## src/rtl/mcont_chn_scheduler.sv

```systemverilog
// Round-robin channel scheduler: picks one requesting channel at a time, runs a
// start/run/done handshake with the sequencer and reports completion to the buffers.
module mcont_chn_scheduler #(
    parameter int NUM_CHN = 16
) (
    input  logic               rst,
    input  logic               clk,
    input  logic [NUM_CHN-1:0] chn_en,
    input  logic [NUM_CHN-1:0] want_rq,
    input  logic [NUM_CHN-1:0] need_rq,
    input  logic               seq_ready,
    input  logic               seq_done,
    output logic               seq_start,
    output logic [3:0]         ext_buf_rchn,
    output logic               buf_done,
    output logic               ext_buf_rpage_nxt,
    output logic               busy,
    output logic [1:0]         state_dbg
);

    // Sequencer handshake: seq_start stays high until seq_ready is sampled high
    // on a rising edge; that edge is the transfer. seq_done is honoured only in RUN.
    typedef enum logic [1:0] {
        IDLE  = 2'd0,
        START = 2'd1,
        RUN   = 2'd2,
        DONE  = 2'd3
    } state_t;

    state_t              state;
    logic [3:0]          last_chn;
    logic [NUM_CHN-1:0]  e_need;
    logic [NUM_CHN-1:0]  e_want;
    logic [15:0]         elig;
    logic [4:0]          idx;
    logic [3:0]          win;
    logic                found;

    assign e_need    = need_rq & chn_en;
    assign e_want    = want_rq & chn_en;
    assign state_dbg = state;

    // Urgent requests shadow normal ones entirely; search starts after last_chn.
    always_comb begin
        elig  = '0;
        idx   = '0;
        win   = '0;
        found = 1'b0;
        if (|e_need) begin
            elig[NUM_CHN-1:0] = e_need;
        end else begin
            elig[NUM_CHN-1:0] = e_want;
        end
        for (int i = 1; i <= NUM_CHN; i++) begin
            idx = {1'b0, last_chn} + 5'(i);
            if (idx >= 5'(NUM_CHN)) begin
                idx = idx - 5'(NUM_CHN);
            end
            if (!found && elig[idx[3:0]]) begin
                found = 1'b1;
                win   = idx[3:0];
            end
        end
    end

    always_ff @(posedge clk or posedge rst) begin
        if (rst) begin
            state             <= IDLE;
            seq_start         <= 1'b0;
            buf_done          <= 1'b0;
            ext_buf_rpage_nxt <= 1'b0;
            busy              <= 1'b0;
            ext_buf_rchn      <= 4'd0;
            last_chn          <= 4'(NUM_CHN - 1);
        end else begin
            case (state)
                IDLE: begin
                    if (found) begin
                        ext_buf_rchn <= win;
                        seq_start    <= 1'b1;
                        busy         <= 1'b1;
                        state        <= START;
                    end
                end
                START: begin
                    if (seq_ready) begin
                        seq_start <= 1'b0;
                        state     <= RUN;
                    end
                end
                RUN: begin
                    if (seq_done) begin
                        buf_done          <= 1'b1;
                        ext_buf_rpage_nxt <= 1'b1;
                        state             <= DONE;
                    end
                end
                DONE: begin
                    buf_done          <= 1'b0;
                    ext_buf_rpage_nxt <= 1'b0;
                    busy              <= 1'b0;
                    last_chn          <= ext_buf_rchn;
                    state             <= IDLE;
                end
                default: state <= IDLE;
            endcase
        end
    end

endmodule

```

## config.mk

```make
export PLATFORM = sky130hd
export DESIGN_NAME = mcont_chn_scheduler
export DESIGN_NICKNAME = d
export VERILOG_FILES = /design/src/rtl/mcont_chn_scheduler.sv
export SDC_FILE = /design/constraint.sdc
export NUM_CORES = 1
export LEC_CHECK = 0
export CORE_MARGIN = 5
export CORE_UTILIZATION = 50
export DETAILED_ROUTE_END_ITERATION = 12
export PLACE_DENSITY = 0.87
export SLEW_MARGIN = 20
export SYNTH_ARGS = -nofsm -noshare
export SYNTH_HDL_FRONTEND = slang
export SYNTH_SLANG_ARGS = --single-unit
```

## constraint.sdc

```tcl
create_clock -name clk -period 11.61 [get_ports clk]
set_input_delay 2.322 -clock clk [delete_from_list [all_inputs] [get_ports clk]]
set_output_delay 2.322 -clock clk [all_outputs]
set_load 0.005 [all_outputs]
```

==> results of run 1 <==
[registers in the layout (all words and copies together) (netlist names)]
signal / cells
state_dbg: 2
last_chn: 4
ext_buf_rpage_nxt: 1
busy: 1
ext_buf_rchn: 4
seq_start: 1
[final cells by class]
| type | count | area [um2] | area share |
|---|---|---|---|
| clock buffer | 3 | 41.29 | 0.009502 |
| clock inverter | 1 | 5.005 | 0.001152 |
| inverter | 18 | 67.56 | 0.01555 |
| multi-input combinational | 461 | 3137 | 0.7219 |
| sequential | 13 | 330.3 | 0.07601 |
| tap | 99 | 123.9 | 0.02851 |
| timing repair buffer | 65 | 640.6 | 0.1474 |
[worst paths after layout]
| path | from | to | slack, ps | cells past startpoint |
|---|---|---|---|---|
| worst max-delay path | chn_en[8] | ext_buf_rchn[3] | 4720 | 13 |
| worst min-delay path | seq_start | seq_start | 540 | 2 |
| worst max register to register | last_chn[0] | ext_buf_rchn[2] | 5770 | 16 |
| worst min register to register | seq_start | seq_start | 540 | 2 |
| max in group asynchronous | rst | last_chn[3] | 8830 | 2 |
| min in group asynchronous | rst | ext_buf_rpage_nxt | 2410 | 2 |
[critical path, cell delays in order]
cell and delay, ps:
clkdlybuf4s50_1 440, and2_1 230, a2111oi_2 380, and4_1 780
a31oi_1 480, mux4_2 600, mux2i_1 640, inv_1 220
o311a_1 190, o21ai_0 90, a31oi_1 110, a211oi_1 400
o21ai_1 130
[per-layer routing]
layer,share of wire,track usage,wire length [um]
met3,0.10,0.06472,1398
met4,0.020,0.07109,269
met5,0,0,0
met1,0.44,0.4470,6048
met2,0.44,0.4493,6034
[Yosys cell counts (8+ instances only)]
master    number  area share
a31oi_1       11       0.019
ha_1          11       0.038
nand2_1       64       0.065
clkbuf_1      19       0.019
inv_1         15       0.015
mux2i_1       21       0.057
a21oi_1       42       0.057
a221oi_1       8       0.019
a211oi_1      14       0.029
nor3_1        14       0.019
and2_1         9       0.015
dfrtp_1        9       0.061
nand3_1       33       0.045
nor2_1        45       0.046
mux4_2        11       0.068
or2_2          8       0.014
o21ai_0       36       0.049
[logic make-up after synthesis]
family / after synthesis / share of synthesized area
buffers and inverters: 49 / 0.05523
and+or+nand+nor: 220 / 0.3185
DFF: 13 / 0.09001
adders and majority gates: 11 / 0.03750
AOI/OAI and AO/OA: 180 / 0.3263
xor gates and xnor gates: 12 / 0.02864
muxes: 38 / 0.1439
[through the flow]
step	hold WS (ps)	utilization	std cells	worst slack, ps
6_report	544.8	0.6023	660	4717
5_1_grt	591.8	0.6023	660	4529
4_1_cts	546.9	0.6023	660	4881
3_5_place_dp	524.5	0.5959	656	4662
3_3_place_gp	513.3	0.5959	656	4558
2_1_floorplan	500.5	-	523	5872
==> results.yml, run 1 <==
drt:
  drc: 0
  viasPerCell: 6.967
  wl_mm: 13.75
  drt_iter0_markers: 642
  routedWlPerCell_um: 20.83
  ant_nets: 0
  via_count: 4598
  first_pass_iters: 5
floorplanning:
  rows: 31
  pin_count: 62
  die-area_um2: 9153
  initial_core_util: 0.5087
  core_area_um2: 7214
  die_w_um: 95.67
  die_h_um: 95.67
flow_run:
  maxCapViolations: 0
layout:
  nNetsFinal: 625
  final_common_cell: "nand2_1"
  final_area_um2: 4345
  drive_gt1_frac: 0.1016
  nFillCells: 708
  area_growth_pct: 18.41
  num_antenna_cells: 0
  final_cell_mix: "64 x nand2_1, 61 x clkdlybuf4s50_1, 45 x nor2_1"
timing:
  fmax_ghz: 0.1451
  setup_viol: 0
  slew_viol_final: 0
  rsz0062_at_grt: "no"
  worst_slew_pin_slew_ps: 1053
  max_slew_margin: 0.2928
  fin_crit_sh: 0.5937
  tns_ps: 0
  period_needed_ps: 6893
  finalHoldViolations: 0
  skew_ps: 1.473
grt:
  antenna_found_initial: 0
  grt_use_total: 0.3037
  grt_first_pass_wirelength_mm: 21.77
  grt_max_degree: 50
  overflow: 0
  grt_pass1_vias: 4235
placement:
  place_congestion: 1.070
  hpwlAfterDp_mm: 10.76
  port_buffers: 61
  place_area_um2: 4299
logic_synthesis:
  postSynthRegisterBits: 13
  seq_area_frac_synth: 0.09001
  syn_nets: 586
  async_flop_share: 1.000
  synth_edf_count: 0
  synth-main-ff-cell: "dfrtp_1"
  netlist_area_um2: 3670
  syn_inst: 523
  postSynthAreaPerCell_um2: 7.017
  synth_cell_types: 75
  ys_warn_count: 0
clock_network:
  cts_buffers: 3
  htree_levels: 1
  cts.sinks: 13
  cts_hold_buf: 0
  clock_latency_ps: 250
  path_clk_slew_ps: 60
  cts_setup_buffers: 0
  tritoncts: "yes"
  cts_root_buf: "clkbuf_8"
  clockBufferDepth: 2
  cts.repair.resized: 0
critical_path:
  timing.critical_path.to_type: "register"
  crit_type: "in -> reg"
  startpoint_type: "primary input"
  critical_path.max_fanout: 23
  arrival_ps: 7010
  required_ps: 11730
status:
  status: "completed"
worst_hold_path:
  holdCritPathClass: "reg -> reg"
Power of run 1 is not shown: default switching activity piles up to over one toggle a cycle in this logic, so the estimate is an artifact.
==> run 2: changes to the inputs <==
==> constraint.sdc (replaced) <==
create_clock -name clk -period 6.5 [get_ports clk]
set_input_delay 1.3 -clock clk [delete_from_list [all_inputs] [get_ports clk]]
set_output_delay 1.3 -clock clk [all_outputs]
set_load 0.005 [all_outputs]
==> results.yml, run 2 (same netlist as run 1, synthesis figures left out) <==
timing:
  timing.final.ws_setup_ps: 724.1
  worst_slew_pin_slew_ps: 1033
  finalHoldViolations: 0
  tns_ps: 0
  skew_ps: 2.462
  rsz0062_at_grt: "no"
  period_needed_ps: 5776
  setup_viol: 0
  max_slew_margin: 0.3093
  slew_viol_final: 0
  fmax_ghz: 0.1731
  fin_crit_sh: 0.8886
drt:
  drc: 0
  via_count: 4659
  ant_nets: 0
  wl_mm: 13.82
  first_pass_iters: 6
  drt_iter0_markers: 638
  routedWlPerCell_um: 20.66
  viasPerCell: 6.964
layout:
  drive_gt1_frac: 0.1175
  area_growth_pct: 20.46
  num_antenna_cells: 0
  nNetsFinal: 634
  final_util: 0.6127
  final_cell_mix: "64 x nand2_1, 61 x clkdlybuf4s50_1, 45 x nor2_1"
  final_common_cell: "nand2_1"
  final_area_um2: 4420
clock_network:
  path_clk_slew_ps: 60
  cts.repair.resized: 0
  cts_setup_buffers: 0
  htree_levels: 1
  cts_buffers: 3
  cts_hold_buf: 0
  tritoncts: "yes"
  cts.sinks: 13
  clock_latency_ps: 250
  cts_root_buf: "clkbuf_8"
  clockBufferDepth: 2
critical_path:
  startpoint_type: "primary input"
  required_ps: 6620
  arrival_ps: 5890
  crit_start: "chn_en[0]"
  timing.critical_path.to_type: "register"
  crit_type: "in -> reg"
  regToRegSetupSlack_ps: 1310
  timing.rr.start: "last_chn[0]"
  critical_path.max_fanout: 13
floorplanning:
  die_h_um: 95.67
  rows: 31
  die-area_um2: 9153
  pin_count: 62
  initial_core_util: 0.5087
  die_w_um: 95.67
  core_area_um2: 7214
placement:
  detailedPlace.worstSlack_ps: 712.5
  place_congestion: 1.064
  hpwlAfterDp_mm: 10.74
  place_area_um2: 4367
  port_buffers: 61
grt:
  grt_max_degree: 49
  overflow: 0
  antenna_found_initial: 0
  grt_first_pass_wirelength_mm: 21.76
  grt_use_total: 0.3038
  grt_pass1_vias: 4228
status:
  status: "completed"
worst_hold_path:
  holdCritPathClass: "reg -> reg"
  min_from: "busy"
flow_run:
  maxCapViolations: 0
==> run 2: changes by cell type in the layout (fill, tap and decap cells not counted) <==
cell	before	now
buf_4	4	13
xnor2_1	6	5
xnor2_2	0	1
==> run 2: layout make-up <==
type / instances / area [um2]
multi-input combinational: 461 / 3144
inverter: 18 / 67.56
sequential: 13 / 330.3
clock inverter: 1 / 5.005
tap: 99 / 123.9
timing repair buffer: 74 / 708.2
fill: 663 / 2794
clock buffer: 3 / 41.29
==> run 2: stage by stage <==
stage	std cells	hold WS, ps
final	669	525.8
after floorplan	523	500.5
after CTS	669	527.2
after global placement	665	496.6
after global routing	669	587.1
after detailed placement	665	514.5
==> run 2: worst paths after layout <==
kind / to / depth (start not counted)
max: ext_buf_rchn[3] / 15
min: busy / 2
max reg2reg: state_dbg[0] / 16
min reg2reg: busy / 2
max in group asynchronous: last_chn[3] / 2
min in group asynchronous: ext_buf_rpage_nxt / 2
==> run 2: per-layer routing <==
metal / routed length [um] / part of all wire / GRT usage / vias up
met1: 5519 / 0.40 / 0.4229 / 2137
met5: 0 / 0 / 0 / -
met2: 5959 / 0.43 / 0.4580 / 344
li1: - / - / - / 2118
met4: 393 / 0.028 / 0.06635 / 0
met3: 1947 / 0.14 / 0.09629 / 60
==> run 2: critical path: stages <==
cell and delay (ps):
clkdlybuf4s50_1 510, and2_1 280, a2111oi_2 80, and4_1 330
buf_4 250, a31oi_1 600, a221oi_1 270, nor4_2 500
nand2_1 200, a21oi_2 370, nand2_1 240, nor3_1 340
a211oi_1 130, a211oi_1 350, o21ai_1 130
Power of run 2 is left out for the same reason.
==> run 3: changes to the inputs <==
--- a/config.mk
+++ b/config.mk
@@ -8,8 +8,7 @@
 export CORE_MARGIN = 5
 export CORE_UTILIZATION = 50
 export DETAILED_ROUTE_END_ITERATION = 12
-export PLACE_DENSITY = 0.87
-export SLEW_MARGIN = 20
+export PLACE_DENSITY = 0.85
 export SYNTH_ARGS = -nofsm -noshare
 export SYNTH_HDL_FRONTEND = slang
 export SYNTH_SLANG_ARGS = --single-unit
==> results.yml, run 3 (same netlist as run 1, synthesis figures left out) <==
critical_path:
  crit_path_end: "ext_buf_rchn[1]"
  crit_start: "chn_en[15]"
  crit_type: "in -> reg"
  timing.rr.start: "last_chn[1]"
  startpoint_type: "primary input"
  regToRegSetupSlack_ps: 1010
  r2r_end: "ext_buf_rchn[2]"
  timing.critical_path.to_type: "register"
  rr_worst_depth: 14
  required_ps: 6670
  arrival_ps: 6060
  critical_path.max_fanout: 16
timing:
  max_slew_margin: 0.2101
  tns_ps: 0
  finalHoldViolations: 0
  worst_slew_pin_slew_ps: 1176
  rsz0062_at_grt: "no"
  setup_viol: 0
  fmax_ghz: 0.1697
  skew_ps: 3.832
  period_needed_ps: 5893
  hold-worst-slack_ps: 539.1
  fin_crit_sh: 0.9067
  slew_viol_final: 0
clock_network:
  cts.sinks: 13
  cts_root_buf: "clkbuf_8"
  path_clk_slew_ps: 60
  clockBufferDepth: 2
  htree_levels: 1
  cts_setup_buffers: 0
  cts.repair.resized: 0
  cts_hold_buf: 0
  cts_buffers: 3
  tritoncts: "yes"
  clock_latency_ps: 250
placement:
  place_congestion: 1.040
  place_inst: 663
  port_buffers: 61
  hpwlAfterDp_mm: 11.02
drt:
  ant_nets: 0
  viasPerCell: 6.963
  via_count: 4644
  first_pass_iters: 6
  wl_mm: 14.10
  drt_iter0_markers: 550
  drc: 0
  routedWlPerCell_um: 21.14
layout:
  num_antenna_cells: 0
  final_cells: 667
  nNetsFinal: 632
  drive_gt1_frac: 0.1127
  final_cell_mix: "64 x nand2_1, 61 x clkdlybuf4s50_1, 45 x nor2_1"
  area_growth_pct: 19.84
  final_common_cell: "nand2_1"
floorplanning:
  die_w_um: 95.67
  pin_count: 62
  die_h_um: 95.67
  core_area_um2: 7214
  die-area_um2: 9153
  rows: 31
  initial_core_util: 0.5087
grt:
  grtUsageMet2: 0.4615
  gr-usage-met3: 0.08287
  grt_first_pass_wirelength_mm: 22.08
  gr-max-usage-layer: "met2"
  overflow: 0
  grt_max_degree: 49
  grt_util_met1: 0.4367
  antenna_found_initial: 0
  grt_use_total: 0.3089
  grt_pass1_vias: 4258
status:
  status: "completed"
worst_hold_path:
  holdCritPathClass: "reg -> reg"
flow_run:
  maxCapViolations: 0
-- run 3: changes by cell type in the layout (fill, tap and decap cells not counted) --
| cell | previous run | this run |
|---|---|---|
| buf_4 | 13 | 11 |
| xnor2_1 | 5 | 6 |
| xnor2_2 | 1 | 0 |
-- run 3: how the worst min path moves through the flow --
stage	startpoint	end	cells after the start
final	busy	busy	2
after floorplan	ext_buf_rchn[1]	last_chn[1]	2
after global placement	busy	busy	2
after global routing	busy	busy	2
after CTS	busy	busy	2
after detailed placement	busy	busy	2
-- run 3: worst max-delay path, stage by stage --
cell	delay [ps]
clkdlybuf4s50_1	510
and2_1	200
a21oi_1	80
and4_1	430
a31oi_1	900
o22ai_1	220
o21ai_1	360
nand2_1	290
nor4_4	480
nand2_1	240
or4b_1	630
a31oi_1	190
a211oi_1	70
o22ai_1	120
-- run 3: final cells by class --
type / count / area [um2]
Timing Repair Buffer: 72 / 693.2
Multi-Input combinational cell: 461 / 3137
Clock buffer: 3 / 41.29
Fill cell: 679 / 2816
Inverter: 18 / 67.56
Tap cell: 99 / 123.9
Clock inverter: 1 / 5.005
Sequential cell: 13 / 330.3
-- run 3: metal layers --
| metal | up-vias | wire, um |
|---|---|---|
| li1 | 2109 | - |
| met1 | 2161 | 5783 |
| met2 | 325 | 6209 |
| met3 | 49 | 1749 |
| met4 | 0 | 360 |
| met5 | - | 0 |
-- run 3: stage by stage --
stage,setup WS (ps),instance area (um2),utilization
after floorplan,1784,3670,-
after global placement,733.8,4352,0.6032
after detailed placement,609.4,4352,0.6032
after CTS,858.3,4398,0.6096
after global routing,467.0,4398,0.6096
final,606.6,4398,0.6096
Power of run 3 is left out for the same reason.
